--- src/rtl/hsdac_pkg.sv ---
// -----------------------------------------------------------------------------
// hsdac_pkg
// Shared types and constants for the high-speed DAC playback driver.
//
// Contents:
//   hsdac_driver_state_t : driver FSM states (IDLE, WAIT, FETCH, STROBE)
//   CHAN_WIDTH           : width of one DAC channel code (8)
//   SAMPLE_WIDTH         : width of one AXI-stream beat, channel A:B (16)
//   ZERO_CODE_TWOS       : mid-scale code for two's-complement DACs (8'h00)
//   ZERO_CODE_OFFSET     : mid-scale code for offset-binary DACs (8'h80)
//   ZERO_CODE            : code the DAC buses reset to in this build
//   to_dac_code()        : converts an incoming channel code to the DAC format
//
// Build option:
//   HSDAC_OFFSET_BINARY_EN - when defined, incoming two's-complement codes are
//   converted to offset binary (bit 7 inverted) and the DAC buses reset to
//   8'h80. When undefined, codes pass through and the buses reset to 8'h00.
// -----------------------------------------------------------------------------
package hsdac_pkg;

   localparam int CHAN_WIDTH   = 8;
   localparam int SAMPLE_WIDTH = 16;

   localparam logic [CHAN_WIDTH-1:0] ZERO_CODE_TWOS   = 8'h00;
   localparam logic [CHAN_WIDTH-1:0] ZERO_CODE_OFFSET = 8'h80;

`ifdef HSDAC_OFFSET_BINARY_EN
   localparam logic [CHAN_WIDTH-1:0] ZERO_CODE = ZERO_CODE_OFFSET;
`else
   localparam logic [CHAN_WIDTH-1:0] ZERO_CODE = ZERO_CODE_TWOS;
`endif

   typedef enum logic [1:0] {
      IDLE   = 2'd0,
      WAIT   = 2'd1,
      FETCH  = 2'd2,
      STROBE = 2'd3
   } hsdac_driver_state_t;

   // Two's complement to offset binary is a flip of the sign bit.
   function automatic logic [CHAN_WIDTH-1:0] to_dac_code(
      input logic [CHAN_WIDTH-1:0] code
   );
`ifdef HSDAC_OFFSET_BINARY_EN
      return {~code[CHAN_WIDTH-1], code[CHAN_WIDTH-2:0]};
`else
      return code;
`endif
   endfunction

endpackage

--- src/rtl/hsdac_rate_divider.sv ---
// -----------------------------------------------------------------------------
// hsdac_rate_divider
// Free-running modulo-DIVIDER counter that sets the DAC sample period.
//
// Ports:
//   clk  in   clock
//   rst  in   asynchronous active-high reset (count -> 0)
//   en   in   count enable; counter advances 0..DIVIDER-1 and wraps
//   clr  in   synchronous clear to 0, takes priority over en
//   tc   out  terminal count, high while the counter sits at DIVIDER-1
//
// Parameters:
//   DIVIDER : period in clocks, legal range 4..65535
// -----------------------------------------------------------------------------
module hsdac_rate_divider #(
   parameter int unsigned DIVIDER = 10
) (
   input  logic clk,
   input  logic rst,
   input  logic en,
   input  logic clr,
   output logic tc
);

   // 16 bits covers the whole legal DIVIDER range.
   localparam logic [15:0] LAST = 16'(DIVIDER - 1);

   logic [15:0] count_d;
   logic [15:0] count_q;

   always_comb begin
      count_d = count_q;
      if (clr) begin
         count_d = '0;
      end else if (en) begin
         count_d = (count_q == LAST) ? 16'd0 : count_q + 16'd1;
      end
   end

   always_ff @(posedge clk or posedge rst) begin
      if (rst) begin
         count_q <= '0;
      end else begin
         count_q <= count_d;
      end
   end

   assign tc = (count_q == LAST);

endmodule

--- src/rtl/hsdac_axis_driver.sv ---
// -----------------------------------------------------------------------------
// hsdac_axis_driver
// Plays back a 16-bit AXI stream of sample pairs onto a dual 8-bit parallel
// DAC at one pair per DIVIDER sample clocks.
//
// Ports:
//   sample_clk      in   sole clock
//   reset           in   asynchronous active-high reset
//   enable          in   playback runs while high
//   s_axis_tdata    in   [15:8] channel A code, [7:0] channel B code
//   s_axis_tvalid   in   stream valid
//   s_axis_tready   out  stream ready, high only in the FETCH slot
//   s_axis_tlast    in   ignored
//   dac_a, dac_b    out  registered DAC data buses
//   dac_wr          out  DAC latch strobe (DAC latches on rising edge)
//   underrun_count  out  saturating count of slots with no data available
//   active          out  high while the driver is not IDLE
//
// Parameters:
//   DIVIDER         : clocks per output sample, 4..65535
//   UNDERRUN_WIDTH  : width of underrun_count
//
// Build option:
//   HSDAC_OFFSET_BINARY_EN - convert codes to offset binary, reset buses to 8'h80.
// -----------------------------------------------------------------------------
module hsdac_axis_driver
   import hsdac_pkg::*;
#(
   parameter int unsigned DIVIDER        = 10,
   parameter int unsigned UNDERRUN_WIDTH = 16
) (
   input  logic                      sample_clk,
   input  logic                      reset,
   input  logic                      enable,
   input  logic [SAMPLE_WIDTH-1:0]   s_axis_tdata,
   input  logic                      s_axis_tvalid,
   output logic                      s_axis_tready,
   input  logic                      s_axis_tlast,
   output logic [CHAN_WIDTH-1:0]     dac_a,
   output logic [CHAN_WIDTH-1:0]     dac_b,
   output logic                      dac_wr,
   output logic [UNDERRUN_WIDTH-1:0] underrun_count,
   output logic                      active
);

   function automatic logic [UNDERRUN_WIDTH-1:0] sat_inc(
      input logic [UNDERRUN_WIDTH-1:0] v
   );
      return (&v) ? v : v + UNDERRUN_WIDTH'(1);
   endfunction

   hsdac_driver_state_t state_d, state_q;
   logic [CHAN_WIDTH-1:0]     dac_a_d, dac_a_q;
   logic [CHAN_WIDTH-1:0]     dac_b_d, dac_b_q;
   logic                      dac_wr_d, dac_wr_q;
   logic [UNDERRUN_WIDTH-1:0] underrun_d, underrun_q;
   logic                      div_tc;
   logic                      handshake;
   logic                      unused_tlast;

   assign unused_tlast = s_axis_tlast;

   // The counter is cleared whenever playback is disabled and counts on the
   // same edge that leaves IDLE, so the first FETCH lands exactly DIVIDER
   // clocks after enable is sampled and every later period is DIVIDER long.
   hsdac_rate_divider #(
      .DIVIDER (DIVIDER)
   ) u_rate_divider (
      .clk (sample_clk),
      .rst (reset),
      .en  (enable),
      .clr (~enable),
      .tc  (div_tc)
   );

   assign s_axis_tready = (state_q == FETCH);
   assign handshake     = s_axis_tready && s_axis_tvalid;

   always_comb begin
      state_d    = state_q;
      dac_a_d    = dac_a_q;
      dac_b_d    = dac_b_q;
      underrun_d = underrun_q;

      case (state_q)
         IDLE: begin
            if (enable) begin
               state_d = WAIT;
            end
         end
         WAIT: begin
            if (div_tc) begin
               state_d = FETCH;
            end
         end
         FETCH: begin
            if (s_axis_tvalid) begin
               state_d = STROBE;
            end else begin
               state_d    = WAIT;
               underrun_d = sat_inc(underrun_q);
            end
         end
         STROBE: begin
            state_d = WAIT;
         end
         default: begin
            state_d = IDLE;
         end
      endcase

      // A beat accepted in FETCH is always latched, even if enable drops on
      // the same edge; only the strobe is suppressed in that case.
      if (handshake) begin
         dac_a_d = to_dac_code(s_axis_tdata[15:8]);
         dac_b_d = to_dac_code(s_axis_tdata[7:0]);
      end

      if (!enable) begin
         state_d = IDLE;
      end

      // Strobe is high for exactly the one cycle spent in STROBE.
      dac_wr_d = (state_d == STROBE);
   end

   always_ff @(posedge sample_clk or posedge reset) begin
      if (reset) begin
         state_q    <= IDLE;
         dac_a_q    <= ZERO_CODE;
         dac_b_q    <= ZERO_CODE;
         dac_wr_q   <= 1'b0;
         underrun_q <= '0;
      end else begin
         state_q    <= state_d;
         dac_a_q    <= dac_a_d;
         dac_b_q    <= dac_b_d;
         dac_wr_q   <= dac_wr_d;
         underrun_q <= underrun_d;
      end
   end

   assign dac_a          = dac_a_q;
   assign dac_b          = dac_b_q;
   assign dac_wr         = dac_wr_q;
   assign underrun_count = underrun_q;
   assign active         = (state_q != IDLE);

endmodule
--- config.mk ---
export PLATFORM = sky130hd
export DESIGN_NAME = hsdac_axis_driver
export DESIGN_NICKNAME = d
export VERILOG_FILES = /design/src/rtl/hsdac_pkg.sv /design/src/rtl/hsdac_rate_divider.sv /design/src/rtl/hsdac_axis_driver.sv
export SDC_FILE = /design/constraint.sdc
export NUM_CORES = 1
export LEC_CHECK = 0
export ABC_AREA = 1
export BUFFER_PORTS_ARGS = -buffer_cell sky130_fd_sc_hd__buf_2
export CORE_UTILIZATION = 38
export DETAILED_ROUTE_END_ITERATION = 12
export GPL_TIMING_DRIVEN = 0
export PLACE_DENSITY = 0.7
export SLEW_MARGIN = 20
export SYNTH_ARGS = -nofsm -noshare
export SYNTH_HDL_FRONTEND = slang
export SYNTH_SLANG_ARGS = --single-unit
--- constraint.sdc ---
create_clock -name sample_clk -period 2.15 [get_ports sample_clk]
set_input_delay 0.3225 -clock sample_clk [delete_from_list [all_inputs] [get_ports sample_clk]]
set_output_delay 0.3225 -clock sample_clk [all_outputs]
set_load 0.005 [all_outputs]
* Word level (Yosys, flattened, before mapping) *
Cells that the tools add are included.

word-level totals
  register bits = 51
  output and inout bits = 35
  input port bits = 21
  word-level logic and storage cells = 27

cells by class
  mux-type cells = 6
  bitwise gates (word level) = 2
  $add $sub $neg = 2
  reductions and logical operators = 6
  equality and inequality tests = 5

operators with widths
  cell                                             number
  adder 16 x 1 -> 16 bit (second input constant)   2
  two-way mux 16 bit                               2
  == test 16 x 4 -> 1 bit (second input constant)  1
  AND reduction 16 bit                             1
  == test 2 bit (second input constant)            3
  two-way mux 2 bit                                3
  one-hot mux 2 bit (3 select lines)               1
  AND reduction 3 bit                              1
  == test 2 x 1 -> 1 bit (second input constant)   1
  zero test 2 bit                                  1
  inverter 1 bit                                   2
  nonzero test 2 bit                               1
  OR reduction 2 bit                               1
  logical AND 1 bit                                1

* Longest topological paths before layout *
  depth in word-level cells = 5
  depth in mapped cells = 10
  depth with buffers taken out = 9

* Modules after synthesis *
Synthesis repeated with hierarchy kept, for this count alone.

unflattened totals
  cell total of the unflattened synthesis = 389
  area total of the unflattened synthesis = 2802.7 um^2

by module, submodules not included
  module              times used  cells each  seq. area each (um^2)  area each (um^2)
  hsdac_axis_driver   1           242         875.8                  1767.9
  hsdac_rate_divider  1           147         400.4                  1034.7

* Worst setup path after synthesis *
No wires, ideal clock.

  path kind = reg-to-reg
  start point = register underrun_q[0] (netlist: underrun_count[0])
  end point = register underrun_q[13] (netlist: underrun_count[13])
  stages on the path, launching flop included = 11
  clock period less this slack = 1.461 ns
  data required time = 2.033 ns
  setup time = 0.117 ns
  buffers on the path = 1
  data arrival time = 1.345 ns
  path slack = 0.689 ns
  cell sequence = dfrtp_1 ha_1 nand2_1 nor2_4 nand2_4 nor2_4 nor2_4 buf_6 nand2_2 nand2_1 nand2_1

between the ends
  word-level cells in the longest chain between the ends = 3
  elaborated cells on any way between the ends = 4
  those cells by class = add/sub: 1; bitwise: 1; reduce/logical: 2

ends and longest elaborated chain
  what                                                            RTL line                  source
  start, declared                                                 hsdac_axis_driver.sv:56   logic [UNDERRUN_WIDTH-1:0] underrun_d, underrun_q;
  start signal, assigned                                          hsdac_axis_driver.sv:139  underrun_q <= underrun_d;
  branches (longest 3 deep; another with adder 16 x 1 -> 16 bit)  -

Parallel ways; which one is timed is not known.
A chain may end at the register's enable or synchronous reset.

* Final worst setup path *
  start point = register state_q[0]
  end point = output s_axis_tready

between the ends
  word-level cells in the longest chain between the ends = 1

ends and longest elaborated chain
  what                    RTL line                  source
  start, declared         hsdac_axis_driver.sv:52   hsdac_driver_state_t state_d, state_q;
  start signal, assigned  hsdac_axis_driver.sv:135  state_q <= state_d;
  == test 2 bit           hsdac_axis_driver.sv:76   assign s_axis_tready = (state_q == FETCH);
  end, declared           hsdac_axis_driver.sv:37   output logic s_axis_tready,

Every way passes these cells.

==> results.txt <==
outcome - completed
Worst Skew - 0.00510 ns
Cell Pwr Density - 560 nW/µm²
Startpoint Class - register
Period minus WS final - 1.89 ns
first-pass GRT wire length - 9.76 mm
Seq/Total Area, Yosys - 48.3%
largest net degree at the start of global routing - 27
Async SR Flop Fraction - 100%
Final ANT Viol Nets - 0
Routed WL - 5.55 mm
core area - 6760 µm²
Hold Worst Slack - 0.0609 ns
total track usage - 16.8%
slack of the critical path - 0.261 ns
Commonest cells post-synth - nand2_1 (131), dfrtp_1 (51), nor2_1 (45)
Area Growth Syn to Fin - 18.8%
final count of negative-setup-slack endpoints - 0
H-tree depth - 2
worst hold path type - in2async
P_leak - 1.67 nW
Synth top area share - 48.3%
Clock Latency Late Sink - 0.30 ns
Net Sw Frac - 22.3%
fill count - 682
# rows - 30
Primary FF master, synth - dfrtp_1
CP startpoint - state_q[0]$_DFF_PP0_
CTS tree - yes
Die ar. - 7290 µm²
Arrival @ worst endpoint - 1.57 ns
Longest Clk Path Bufs - 2
final period utilization - 87.8%
final-stage net count - 431
fmax - 529 MHz
Critical Path RT - 1.83 ns
cells after synthesis - 345
number of global-route vias before repair - 2244
die extent in x - 85.4 µm
total gr overflow - 0
Post-Syn Area - 2640 µm²
post-synth cell types - 22
global placement routability congestion - 0.942
Clk pwr share - 37.3%
critical path class - reg2out
max_cap viols - 0
design area - 3140 µm²
clock slew at reported path FFs - 0.09 ns
Fin Setup TNS - 0 ns
Initial Utilization - 39.1%
vias per inst - 4.82
Final Hold Vio Count - 0
Iter 0 DRT Violations - 68
antenna violations before repair - 0
via count - 2346
pre-CTS setup slack - 0.484 ns
EDFF count, synth - 0
actual slew at the worst max-slew pin - 0.567 ns
DIE HEIGHT - 85.4 µm
critical path capture point type - output port
router iterations before antenna repair - 4
Max VDD drop - 387 µV
Synthesized Nets - 369
layout cell share with drive strength beyond 1 - 18.9%
IO Pins - 56
Layout Cells excl Fill - 487
RSZ-0062 raised after global routing - no
CTS sink cnt - 51
Wirelength per Cell - 11.4 µm
hold_buf cts - 0
Combinational Power Share - 6.2%
cts bufs inserted - 5
cts repair resizes - 0
Synth area leader - dfrtp_1
dpl hpwl - 4.09 mm
main area contributors after synthesis - dfrtp_1 (48%), nand2_1 (19%), nor2_1 (6.4%)
placed cell area - 3030 µm²
Ys Warns - 0
Final Max Slew Viols - 0
NetSw - 0.000392 W
dpl cells - 480
sequential power share - 56.6%
most numerous cell in the Yosys netlist - nand2_1
antenna cells - 0
Rel. slew slack - 62.1%
worst-path fanout max - 10
internal power consumption - 0.00137 W
DRC - 0
Post-CTS Setup Bufs - 0
# port buffers - 54
average size of a mapped cell - 7.66 µm²
RR Startpoint - u_rate_divider.count_q[0]$_DFF_PP0_
register bit total from synthesis - 51
Root Driver - clkbuf_8
-- metal layers --
layer | vias to the layer above | share of wire (%) | routed length (µm) | GRT usage [%]
met4 | 0 | 2.2 | 121 | 7.27
met2 | 54 | 49 | 2710 | 29.6
li1 | 1194 | - | - | -
met3 | 11 | 4.0 | 223 | 3.31
met1 | 1087 | 45 | 2500 | 20.0
met5 | - | 0 | 0 | 0
-- cell type report --
cell class | instances | area (µm²) | share of cell area (%)
Sequential cell | 51 | 1280 | 40.7
Multi-Input combinational cell | 258 | 1210 | 38.5
Timing Repair Buffer | 55 | 290 | 9.25
Inverter | 29 | 109 | 3.47
Tap cell | 80 | 100 | 3.19
Clock buffer | 5 | 68.8 | 2.19
Buffer | 7 | 50.0 | 1.59
Clock inverter | 2 | 37.5 | 1.20
-- critical path, stage by stage, from the launching register on --
cell     delay [ns]
dfrtp_1        0.38
inv_1          0.07
nand2_1        0.07
inv_2          0.15
buf_1          0.39
buf_2          0.20
-- cell usage in the layout (no fill, tap or decap), types with 4 or more instances in the layout --
master,netlist,final
buf_2,1,55
clkbuf_8,0,5
dfrtp_1,51,51
inv_1,27,26
nand2_1,131,131
nand3_1,32,32
nand3b_1,6,6
nand4_1,8,8
nor2_1,45,45
nor2_4,4,4
nor3_1,8,8
xor2_1,10,10
-- power by group through the flow --
stage,registers [W],logic [W],clock network (W)
global placement,0.00101,0.000104,0
detailed placement,0.00101,0.000111,0
floorplan,0.00101,0.0000543,0
CTS,0.000995,0.000111,0.000679
global route,0.000999,0.000125,0.000715
finish,0.000995,0.000108,0.000656
-- sequential cells by signal (all words and copies together) (netlist names) --
signal,flops
dac_a,8
dac_b,8
dac_wr,1
state_q,2
u_rate_divider.count_q,16
underrun_count,16
-- kinds of logic after synthesis --
logic type | share of synthesized area (%)
AO/OA/AOI/OAI | 0.757
XOR/XNOR | 4.31
adder cells (fa/ha/maj) | 1.42
buffers and inverters | 6.01
flip-flops | 48.3
AND/OR/NAND/NOR | 39.2
-- stage by stage --
stage	power, W	utilization, %
floorplan	0.00107	-
global placement	0.00112	44.6
detailed placement	0.00113	44.9
CTS	0.00179	46.5
global route	0.00184	46.5
finish	0.00176	46.5
-- worst paths after layout --
kind	end	slack, ns	cells after the start
max in group asynchronous	underrun_count[11]$_DFFE_PP0P_	1.55	3
max	s_axis_tready	0.26	5
min reg2reg	dac_b[7]$_DFFE_PP0N_	0.48	2
min in group sample_clk	dac_b[0]$_DFFE_PP0N_	0.21	3
max reg2reg	u_rate_divider.count_q[14]$_DFF_PP0_	0.36	7
min	dac_b[1]$_DFFE_PP0N_	0.06	2
(Power assumes the default switching activity.)
